===== config.mk =====
export PLATFORM = sky130hd
export DESIGN_NAME = t05_wb_manager_flat
export DESIGN_NICKNAME = d
export VERILOG_FILES = /design/src/rtl/t05_wb_pkg.sv /design/src/rtl/t05_wb_manager_if.sv /design/src/rtl/t05_wb_manager.sv /design/src/flat_wrapper.sv
export SDC_FILE = /design/constraint.sdc
export NUM_CORES = 1
export LEC_CHECK = 0
export ABC_AREA = 0
export CORE_ASPECT_RATIO = 0.9
export CORE_MARGIN = 5
export CORE_UTILIZATION = 44
export CTS_BUF_LIST = sky130_fd_sc_hd__clkbuf_2 sky130_fd_sc_hd__clkbuf_4 sky130_fd_sc_hd__clkbuf_8
export DETAILED_ROUTE_END_ITERATION = 16
export PLACE_DENSITY = 0.86
export SYNTH_ARGS = -nofsm -noshare
export SYNTH_HDL_FRONTEND = slang
export SYNTH_SLANG_ARGS = --single-unit

===== constraint.sdc =====
create_clock -name clk -period 5.36 [get_ports clk]
set_input_delay 1.34 -clock clk [delete_from_list [all_inputs] [get_ports clk]]
set_output_delay 1.34 -clock clk [all_outputs]
set_load 0.005 [all_outputs]

===== src/rtl/t05_wb_pkg.sv =====
// t05_wb_pkg: shared types and constants for the Wishbone manager.
// State encoding, SRAM base address and the address-0 spacer value.
package t05_wb_pkg;

    typedef enum logic [1:0] {
        IDLE  = 2'd0,
        WRITE = 2'd1,
        READ  = 2'd2,
        ABORT = 2'd3
    } state_t;

    localparam logic [31:0] SRAM_BASE = 32'h3300_0000;
    localparam logic [31:0] NULL_ADDR = 32'h0000_0000;

endpackage


===== src/rtl/t05_wb_manager_if.sv =====
// t05_wb_manager_if: Wishbone B4 classic signals between the manager
// and the SRAM; suffixes follow the manager's point of view.
interface t05_wb_manager_if;

    logic        cyc_o;
    logic        stb_o;
    logic        we_o;
    logic [31:0] adr_o;
    logic [31:0] dat_o;
    logic [3:0]  sel_o;
    logic [31:0] dat_i;
    logic        ack_i;
    logic        err_i;

    modport master (
        output cyc_o, stb_o, we_o, adr_o, dat_o, sel_o,
        input  dat_i, ack_i, err_i
    );

    modport slave (
        input  cyc_o, stb_o, we_o, adr_o, dat_o, sel_o,
        output dat_i, ack_i, err_i
    );

endinterface


===== src/rtl/t05_wb_manager.sv =====
// t05_wb_manager: single-outstanding Wishbone B4 classic master.
// Define WB_TIMEOUT_EN to abort cycles that never see ack_i/err_i.
module t05_wb_manager
    import t05_wb_pkg::*;
#(
    parameter int unsigned TIMEOUT_CYCLES = 255,
    parameter int unsigned NULL_FILTER    = 1
) (
    input  logic        clk,
    input  logic        rst,
    input  logic        wr_en,
    input  logic        r_en,
    input  logic [3:0]  select,
    input  logic [31:0] addr,
    input  logic [31:0] data_i,
    output logic [31:0] data_o,
    output logic        busy_o,
    output logic        err_o,
    t05_wb_manager_if.master wb
);

    state_t state, state_n;
    logic   req_ok;
    logic   bus_act;
    logic   done;
    logic   timeout;

    // Address-0 requests are upstream word_cnt spacers, not real accesses.
    assign req_ok  = (wr_en | r_en) &
                     ((NULL_FILTER == 0) | (addr != NULL_ADDR));
    assign bus_act = (state == WRITE) | (state == READ);
    assign done    = bus_act & (wb.ack_i | wb.err_i);

`ifdef WB_TIMEOUT_EN
    localparam int unsigned CW = $clog2(TIMEOUT_CYCLES + 1);
    localparam logic [CW-1:0] TO_LAST = CW'(TIMEOUT_CYCLES - 1);

    logic [CW-1:0] to_cnt;

    assign timeout = bus_act & ~(wb.ack_i | wb.err_i) &
                     (to_cnt == TO_LAST);

    always_ff @(posedge clk or posedge rst) begin
        if (rst)
            to_cnt <= '0;
        else if (bus_act && !timeout)
            to_cnt <= to_cnt + 1'b1;
        else
            to_cnt <= '0;
    end
`else
    assign timeout = 1'b0;
`endif

    always_ff @(posedge clk or posedge rst) begin
        if (rst)
            state <= IDLE;
        else
            state <= state_n;
    end

    always_comb begin
        state_n = state;
        unique case (state)
            IDLE:  if (req_ok) state_n = wr_en ? WRITE : READ;
            WRITE,
            READ: begin
                if (done)
                    state_n = IDLE;
                else if (timeout)
                    state_n = ABORT;
            end
            ABORT: state_n = IDLE;
            default: state_n = IDLE;
        endcase
    end

    // Bus strobes come straight off the state register so reset kills them at once.
    always_comb begin
        wb.cyc_o = bus_act;
        wb.stb_o = bus_act;
        wb.we_o  = (state == WRITE);
        busy_o   = (state != IDLE);
    end

    always_ff @(posedge clk or posedge rst) begin
        if (rst) begin
            wb.adr_o <= '0;
            wb.dat_o <= '0;
            wb.sel_o <= '0;
            data_o   <= '0;
            err_o    <= 1'b0;
        end else begin
            err_o <= (bus_act & wb.err_i) | timeout;
            if (state == IDLE && req_ok) begin
                wb.adr_o <= addr;
                wb.dat_o <= data_i;
                wb.sel_o <= select;
            end
            if (state == READ && wb.ack_i && !wb.err_i)
                data_o <= wb.dat_i;
            else if (state == READ && timeout)
                data_o <= '0;
        end
    end

endmodule


===== src/flat_wrapper.sv =====
// flat-port wrapper written by rule: the top's interface ports become plain ports
module t05_wb_manager_flat import t05_wb_pkg::*;
#(
    parameter int unsigned TIMEOUT_CYCLES = 255,
    parameter int unsigned NULL_FILTER    = 1
)
  (clk, rst, wr_en, r_en, select, addr, data_i, data_o, busy_o, err_o, wb_cyc_o, wb_stb_o, wb_we_o, wb_adr_o, wb_dat_o, wb_sel_o, wb_dat_i, wb_ack_i, wb_err_i);
  t05_wb_manager_if wb_i ();
  input  logic clk;
  input  logic rst;
  input  logic wr_en;
  input  logic r_en;
  input  logic [3:0] select;
  input  logic [31:0] addr;
  input  logic [31:0] data_i;
  output logic [31:0] data_o;
  output logic busy_o;
  output logic err_o;
  output wire logic [$bits(wb_i.cyc_o)-1:0] wb_cyc_o;
  output wire logic [$bits(wb_i.stb_o)-1:0] wb_stb_o;
  output wire logic [$bits(wb_i.we_o)-1:0] wb_we_o;
  output wire logic [$bits(wb_i.adr_o)-1:0] wb_adr_o;
  output wire logic [$bits(wb_i.dat_o)-1:0] wb_dat_o;
  output wire logic [$bits(wb_i.sel_o)-1:0] wb_sel_o;
  input wire logic [$bits(wb_i.dat_i)-1:0] wb_dat_i;
  input wire logic [$bits(wb_i.ack_i)-1:0] wb_ack_i;
  input wire logic [$bits(wb_i.err_i)-1:0] wb_err_i;
  assign wb_cyc_o = wb_i.cyc_o;
  assign wb_stb_o = wb_i.stb_o;
  assign wb_we_o = wb_i.we_o;
  assign wb_adr_o = wb_i.adr_o;
  assign wb_dat_o = wb_i.dat_o;
  assign wb_sel_o = wb_i.sel_o;
  assign wb_i.dat_i = wb_dat_i;
  assign wb_i.ack_i = wb_ack_i;
  assign wb_i.err_i = wb_err_i;
  t05_wb_manager #(.TIMEOUT_CYCLES(TIMEOUT_CYCLES), .NULL_FILTER(NULL_FILTER)) u_core (.clk(clk), .rst(rst), .wr_en(wr_en), .r_en(r_en), .select(select), .addr(addr), .data_i(data_i), .data_o(data_o), .busy_o(busy_o), .err_o(err_o), .wb(wb_i));
endmodule

==> results of run 1 <==
[cells in the mapped netlist]
cell	count	share of area [%]
o21ai_0	2	0.25
nor4b_1	1	0.22
nand2_1	2	0.19
a221o_1	1	0.25
nor4_1	8	1.2
and2_1	1	0.15
nor2_1	1	0.093
nand3b_1	1	0.19
inv_1	5	0.46
dfrtp_1	103	64
o221ai_2	1	0.37
mux2_1	20	5.6
buf_1	1	0.093
buf_4	5	0.93
a2bb2oi_1	1	0.22
o22ai_1	1	0.15
nand4_1	2	0.31
nor3b_1	2	0.37
buf_6	3	0.84
nand3_1	1	0.12
or2_2	1	0.15
o32a_1	1	0.25
mux2_2	80	22
o211ai_1	1	0.19
ha_1	4	1.2
clkbuf_1	2	0.19
[routing by layer]
layer  vias up  track usage (%)  share of wire [%]  wire length [um]
li1       1329                -                  -                 -
met1      1422             21.3                 38              4010
met2       121             33.2                 52              5530
met3        11             8.04                8.7               922
met4         0             5.43                1.1               120
met5         -                0                  0                 0
[final cells by class]
cell class | instances | area, um^2 | area share, %
sequential | 103 | 2580 | 39.8
clock buffer | 9 | 124 | 1.91
clock inverter | 7 | 100 | 1.55
tap | 122 | 153 | 2.36
inverter | 5 | 21.3 | 0.328
timing repair buffer | 213 | 2120 | 32.8
multi-input combinational | 132 | 1380 | 21.3
[worst max-delay path, delay by kind of cell]
family	cells	cell delay [ns]
AO/OA/AOI/OAI	1	0.22
AND/OR/NAND/NOR	2	0.73
multiplexers	1	0.42
buffers and inverters	2	1.13
[cell usage in the layout, fill, tap and decap left out, types with 2 or more instances in the layout]
| cell type | n |
|---|---|
| ha_1 | 4 |
| nand4_1 | 2 |
| buf_4 | 3 |
| o21ai_0 | 2 |
| mux2_1 | 20 |
| bufinv_16 | 2 |
| nand2_1 | 2 |
| clkdlybuf4s50_1 | 210 |
| nor4_1 | 8 |
| mux2_2 | 80 |
| nor3b_1 | 2 |
| dfrtp_1 | 103 |
| inv_1 | 4 |
| clkbuf_8 | 9 |
| inv_6 | 4 |
[worst max-delay path by stage]
stage | end | start | cells past startpoint | slack [ns]
6_report | u_core.wb.sel_o[0] | addr[25] | 6 | 1.72
5_1_grt | u_core.wb.dat_o[31] | addr[25] | 6 | 1.51
4_1_cts | u_core.wb.adr_o[29] | addr[25] | 6 | 1.64
3_5_place_dp | u_core.wb.sel_o[0] | addr[25] | 6 | 1.26
3_3_place_gp | u_core.wb.adr_o[29] | addr[25] | 6 | 1.36
2_1_floorplan | u_core.data_o[0] | rst | 1 | 1.32
[flip-flops by register name (all words and copies together), names as in the netlist]
signal and flops:
u_core.wb.adr_o 32, u_core.data_o 32, u_core.state 2, u_core.err_o 1
u_core.wb.sel_o 4, u_core.wb.dat_o 32
[metrics by stage]
step,power (W),utilization (%),cell area [um^2],hold WS (ns)
final,0.00356,71.6,6480,0.501
after global placement,0.00299,69.2,6250,0.474
after detailed placement,0.00307,69.2,6250,0.486
after CTS,0.00362,71.6,6480,0.509
after floorplan,0.00203,-,4050,0.489
after global routing,0.00378,71.6,6480,0.520
[where the power goes]
part           internal [W]  switching, W  leakage, nW
logic               0.00113      0.000521         1.34
clock network      0.000269      0.000270        0.115
registers           0.00117      0.000199         1.22
[cells by family (layout without fill, tap and decap cells)]
logic type / count (synthesis) / count (layout)
adders and majority gates: 4 / 4
DFF: 103 / 103
muxes: 100 / 100
AOI/OAI and AO/OA: 8 / 8
and+or+nand+nor: 20 / 20
buffers and inverters: 16 / 234
==> metrics.md, run 1 <==
| Metric | Value |
|---|---|
| Total grt overflow | 0 |
| CTS tree | done |
| I/O pins | 211 |
| Reg2reg end | u_core.wb.sel_o[0] |
| WP data required | 5.60 ns |
| P&R area growth vs syn | 60.1% |
| Max-Cap Viols | 0 |
| RSZ-0062 raised after global routing | no |
| Setup TNS | 0 ns |
| Syn nets | 361 |
| Post-Synth Simple-Gate Area | 3.03% |
| Max stage delay on crit path | 0.69 ns |
| Largest net degree at the start of global routing | 77 |
| Worst VDD drop | 0.000309 V |
| Non-Filler Instances | just under 600 |
| Worst-path fanout max | 68 |
| Post-Synth XOR/XNOR Area | 0% |
| R2R cell count | 5 |
| Via density | 4.88 |
| Worst slack, placed | around 1.3 ns |
| Die Wd | 111 um |
| Crit path kind | input pin to flop |
| ANT cells | 0 |
| Relative slew slack | 39.7% |
| Total Routing Usage GR | 18.9% |
| Syn avg cell area | 16.1 um^2 |
| Total CTS buffers | 9 |
| Routed Antenna Nets | 0 |
| Hold Crit Depth | 1 |
| Global-route wire length before repair | 16.9 mm |
| Hold_sp | u_core.wb.adr_o[15] |
| Clock latency on the worst-skew pair | 0.35 ns |
| Mux cell area share after synthesis | 27.8% |
| Clock root cell | clkbuf_8 |
| # hold bufs at CTS | 0 |
| Routed WL per cell | about 18 um |
| CTS clk-pin slew, worst paths | 0.10 ns |
| Die H | between 100 and 150 um |
| Row count | 33 |
| Complex-gate fraction of the synthesized area | under 10% |
| Largest family of logic cells by synthesized area | multiplexers |
| Period utilization | 67.9% |
| Final setup margin | 1.72 ns |
| CTS max path bufs | 2 |
| Synth Area in Adders | 1.24% |
| Sequential area share after synthesis | a little under two thirds |
| Inst Count DP | around 580 |
| Post-Synthesis Cell Area | 0.00405 mm^2 |
| Hpwl dp | 8.31 mm |
| Total die area | 0.0112 mm^2 |
| Worst-Margin Slew | a little over 0.9 ns |
| CTS sink cnt | roughly 100 |
| R2R setup slack | 3.24 ns |
| Number of DRC markers in iteration 0 | 52 |
| CP max-delay cell | buf_4 |
| Fmax | between 200 and 300 MHz |
| WHS Endpoint | u_core.wb.adr_o[15] |
| Layout cells sized above 1 | 21.7% |
| Netlist cell types | 26 |
| Outcome | finished, final reports clean |
| Yosys warns | 0 |
| Initial antenna violation count | 0 |
| # Post-CTS Setup Buffers | 0 |
| Leak pwr | 2.68 nW |
| Mapped Cells | 251 |
| Number of global-route vias before repair | 3,240 |
| Critical path endpoint category | flop |
| Final hold vios | 0 |
| R2R Path Start | u_core.state[1] |
| Filler Cell Count | roughly 630 |
| Data arrival, critical path | 3.88 ns |
| Final setup viols | 0 |
| Initial DRT Pass Iterations | 4 |
| Worst Skew | around 0.0050 ns |
| Htree depth | 3 |
| Initial Util | 44.7% |
| CP cell instances | clkdlybuf4s50_1 -> nor4_1 -> nand4_1 -> o221ai_4 -> buf_4 -> mux2_2 |
| Synth Register Bits | 103 |
| # nets final | 574 |
| PortBufs | 210 |
| Power Density | 549 mW/mm^2 |
| Fin. max-slew vios | 0 |
| Core ar. | roughly 0.009 mm^2 |
| Hold Crit Class | flop to flop |
| Routed WL | 10.6 mm |
| CP Launch Type | input pin |
| Post-route DRC violation count | 0 |
| Placer Congestion | 0.763 |
| DR vias | 2,883 |
| Post-CTS sizing | 0 |
| Min Clock Period, post-route | 3.64 ns |
No activity file was read; power rests on OpenSTA's default activity.
==> run 2: changes to the inputs <==
- CORE_UTILIZATION: 44 -> 37
- PLACE_DENSITY: 0.86 -> 0.77
- clock period: 5.36 -> 3.1 ns (I/O delays scaled with it)
==> metrics.md, run 2 (same netlist as run 1, synthesis figures left out) <==
| Metric | Value |
|---|---|
| Initial Util | 37.6% (-7.2 points) |
| Post-layout instance area | 0.00661 mm^2 (+2.0%) |
| Core ar. | 0.0108 mm^2 (+19%) |
| R2R Path Start | u_core.state[1] |
| CP Launch Type | input pin |
| CP max-delay cell | nor4_1 |
| Period utilization | approximately 88% |
| Worst Path Buf+Inv | 2 (unchanged) |
| Crit path max-delay family | simple AND/OR/NAND/NOR gates |
| Layout cells sized above 1 | 22.9% (+1.2 points) |
| # Post-CTS Setup Buffers | 0 (unchanged) |
| Crit path kind | input pin to flop |
| Global-route wire length before repair | 16.8 mm (-0.93%) |
| Post-CTS sizing | 0 (unchanged) |
| Min Clock Period, post-route | 2.72 ns |
| Fmax | 368 MHz |
| Worst Skew | 0.00600 ns (+0.000977 ns) |
| RSZ-0062 raised after global routing | no |
| Row count | 36 (+9.1%) |
| Number of global-route vias before repair | 3,210 (-0.93%) |
| Htree depth | 3 (unchanged) |
| Multi-input gate area | 0.00138 mm^2 (unchanged) |
| Die Wd | 120 um (+8.2%) |
| CTS tree | done |
| CTS sink cnt | 103 (unchanged) |
| Max-Cap Viols | 0 (unchanged) |
| Hold_sp | u_core.wb.adr_o[1] |
| Inst Count DP | 593 (+3.1%) |
| Max stage delay on crit path | 0.54 ns (-0.15 ns) |
| Final hold vios | 0 (unchanged) |
| Largest registers | u_core.data_o: 32 flops, u_core.wb.adr_o: 32 flops, u_core.wb.dat_o: 32 flops |
| CTS max path bufs | 2 (unchanged) |
| Worst VDD drop | 0.000488 V (+58%) |
| Sequential Area | 0.00258 mm^2 (unchanged) |
| Power Density | 949 mW/mm^2 (+73%) |
| Most common cell after layout, fill and taps aside | clkdlybuf4s50_1 |
| Initial DRT Pass Iterations | 4 (unchanged) |
| Number of DRC markers in iteration 0 | 137 (+160%) |
| Non-Filler Instances | 609 (+3.0%) |
| Reg2reg end | u_core.state[1] |
| Routed WL per cell | 17.6 um (-1.8%) |
| Util after Layout | 61.4% (-10 points) |
| Clock root cell | clkbuf_8 |
| Outcome | finished, final reports clean |
| ANT cells | 0 (unchanged) |
| Total CTS buffers | 9 (unchanged) |
| Total die area | 0.0131 mm^2 (+17%) |
| Setup TNS | 0 ns (unchanged) |
| Worst-Margin Slew | 0.665 ns (-0.240 ns) |
| R2R cell count | 6 (+1) |
| Relative slew slack | 55.6% (+16 points) |
| Routed Antenna Nets | 0 (unchanged) |
| I/O pins | 211 (unchanged) |
| Routed WL | 10.7 mm (+1.2%) |
| Total grt overflow | 0 (unchanged) |
| Commonest non-fill, non-tap cells in the layout | clkdlybuf4s50_1, dfrtp_1, mux2_2 |
| Hpwl dp | 8.33 mm (+0.26%) |
| WHS Endpoint | u_core.wb.adr_o[1] |
| Fin. max-slew vios | 0 (unchanged) |
| Initial antenna violation count | 0 (unchanged) |
| CTS clk-pin slew, worst paths | 0.09 ns (about the same) |
| DP Area | 0.00636 mm^2 (+1.7%) |
| Clock latency on the worst-skew pair | 0.38 ns (+0.03 ns) |
| R2R setup slack | 1.03 ns (-2.21 ns) |
| Hold Crit Class | flop to flop |
| DR vias | 2,939 (+1.9%) |
| Critical path endpoint category | flop |
| # nets final | 581 (+1.2%) |
| Total Routing Usage GR | 16.5% (-2.4 points) |
| Via density | 4.83 (-1.1%) |
| WP data required | 3.36 ns (-2.24 ns) |
| P&R area growth vs syn | 63.3% |
| Filler Cell Count | 863 (+37%) |
| Final setup viols | 0 (unchanged) |
| Worst-path fanout max | 12 (-82%) |
| Leak pwr | 2.73 nW (+2.0%) |
| PortBufs | 210 (unchanged) |
| Die H | 109 um (+8.2%) |
| Placer Congestion | 0.769 (+0.79%) |
| Post-route DRC violation count | 0 (unchanged) |
| # hold bufs at CTS | 0 (unchanged) |
| CP cell instances | clkdlybuf4s50_1 -> nor4_1 -> nand4_1 -> o221ai_4 -> buf_4 -> mux2_1 |
| Largest net degree at the start of global routing | 51 (-34%) |
| Hold Crit Depth | 1 (unchanged) |
| Data arrival, critical path | 2.98 ns (-0.90 ns) |
[run 2: cell types whose count changed in the layout (fill, tap and decap cells not counted), sizes merged]
cell,delta
buf,+7
inv,-5
clkinv,-1
clkbuf,+5
clkinvlp,+1
[run 2: how the worst max path moves through the flow]
stage,from,cells after the start,endpoint,slack [ns]
6_report,addr[25],6,u_core.wb.adr_o[0],0.38
5_1_grt,addr[25],6,u_core.wb.adr_o[0],0.28
4_1_cts,addr[25],6,u_core.wb.adr_o[0],0.31
3_5_place_dp,addr[25],6,u_core.wb.adr_o[0],-0.10
3_3_place_gp,addr[25],6,u_core.wb.dat_o[10],-0.06
2_1_floorplan,addr[17],6,u_core.wb.adr_o[0],0.85
[run 2: metal layers]
metal,part of all wire (%),GRT usage (%),vias up
li1,-,-,1345
met5,0,0,-
met2,49,27.4,133
met3,10,8.77,18
met1,39,18.6,1443
met4,1.7,5.34,0
[run 2: metrics by stage]
stage | power [W] | setup WS, ns | hold slack [ns]
floorplan | 0.00350 | 0.851 | 0.489
global placement | 0.00525 | -0.0558 | 0.474
detailed placement | 0.00535 | -0.104 | 0.480
CTS | 0.00637 | 0.311 | 0.501
global route | 0.00666 | 0.281 | 0.515
finish | 0.00627 | 0.381 | 0.495
[run 2: where the power goes]
| part | leakage [nW] | total [W] | internal [W] | switching [W] |
|---|---|---|---|---|
| sequential | 1.22 | 0.00235 | 0.00202 | 0.000331 |
| clock | 0.126 | 0.000998 | 0.000553 | 0.000445 |
| combinational | 1.38 | 0.00292 | 0.00200 | 0.000915 |
[run 2: layout make-up]
class	count	share of cell area [%]
Timing Repair Buffer	220	33.5
Clock inverter	2	0.909
Tap cell	133	2.52
Multi-Input combinational cell	132	20.9
Sequential cell	103	39.0
Clock buffer	14	2.82
Inverter	5	0.341
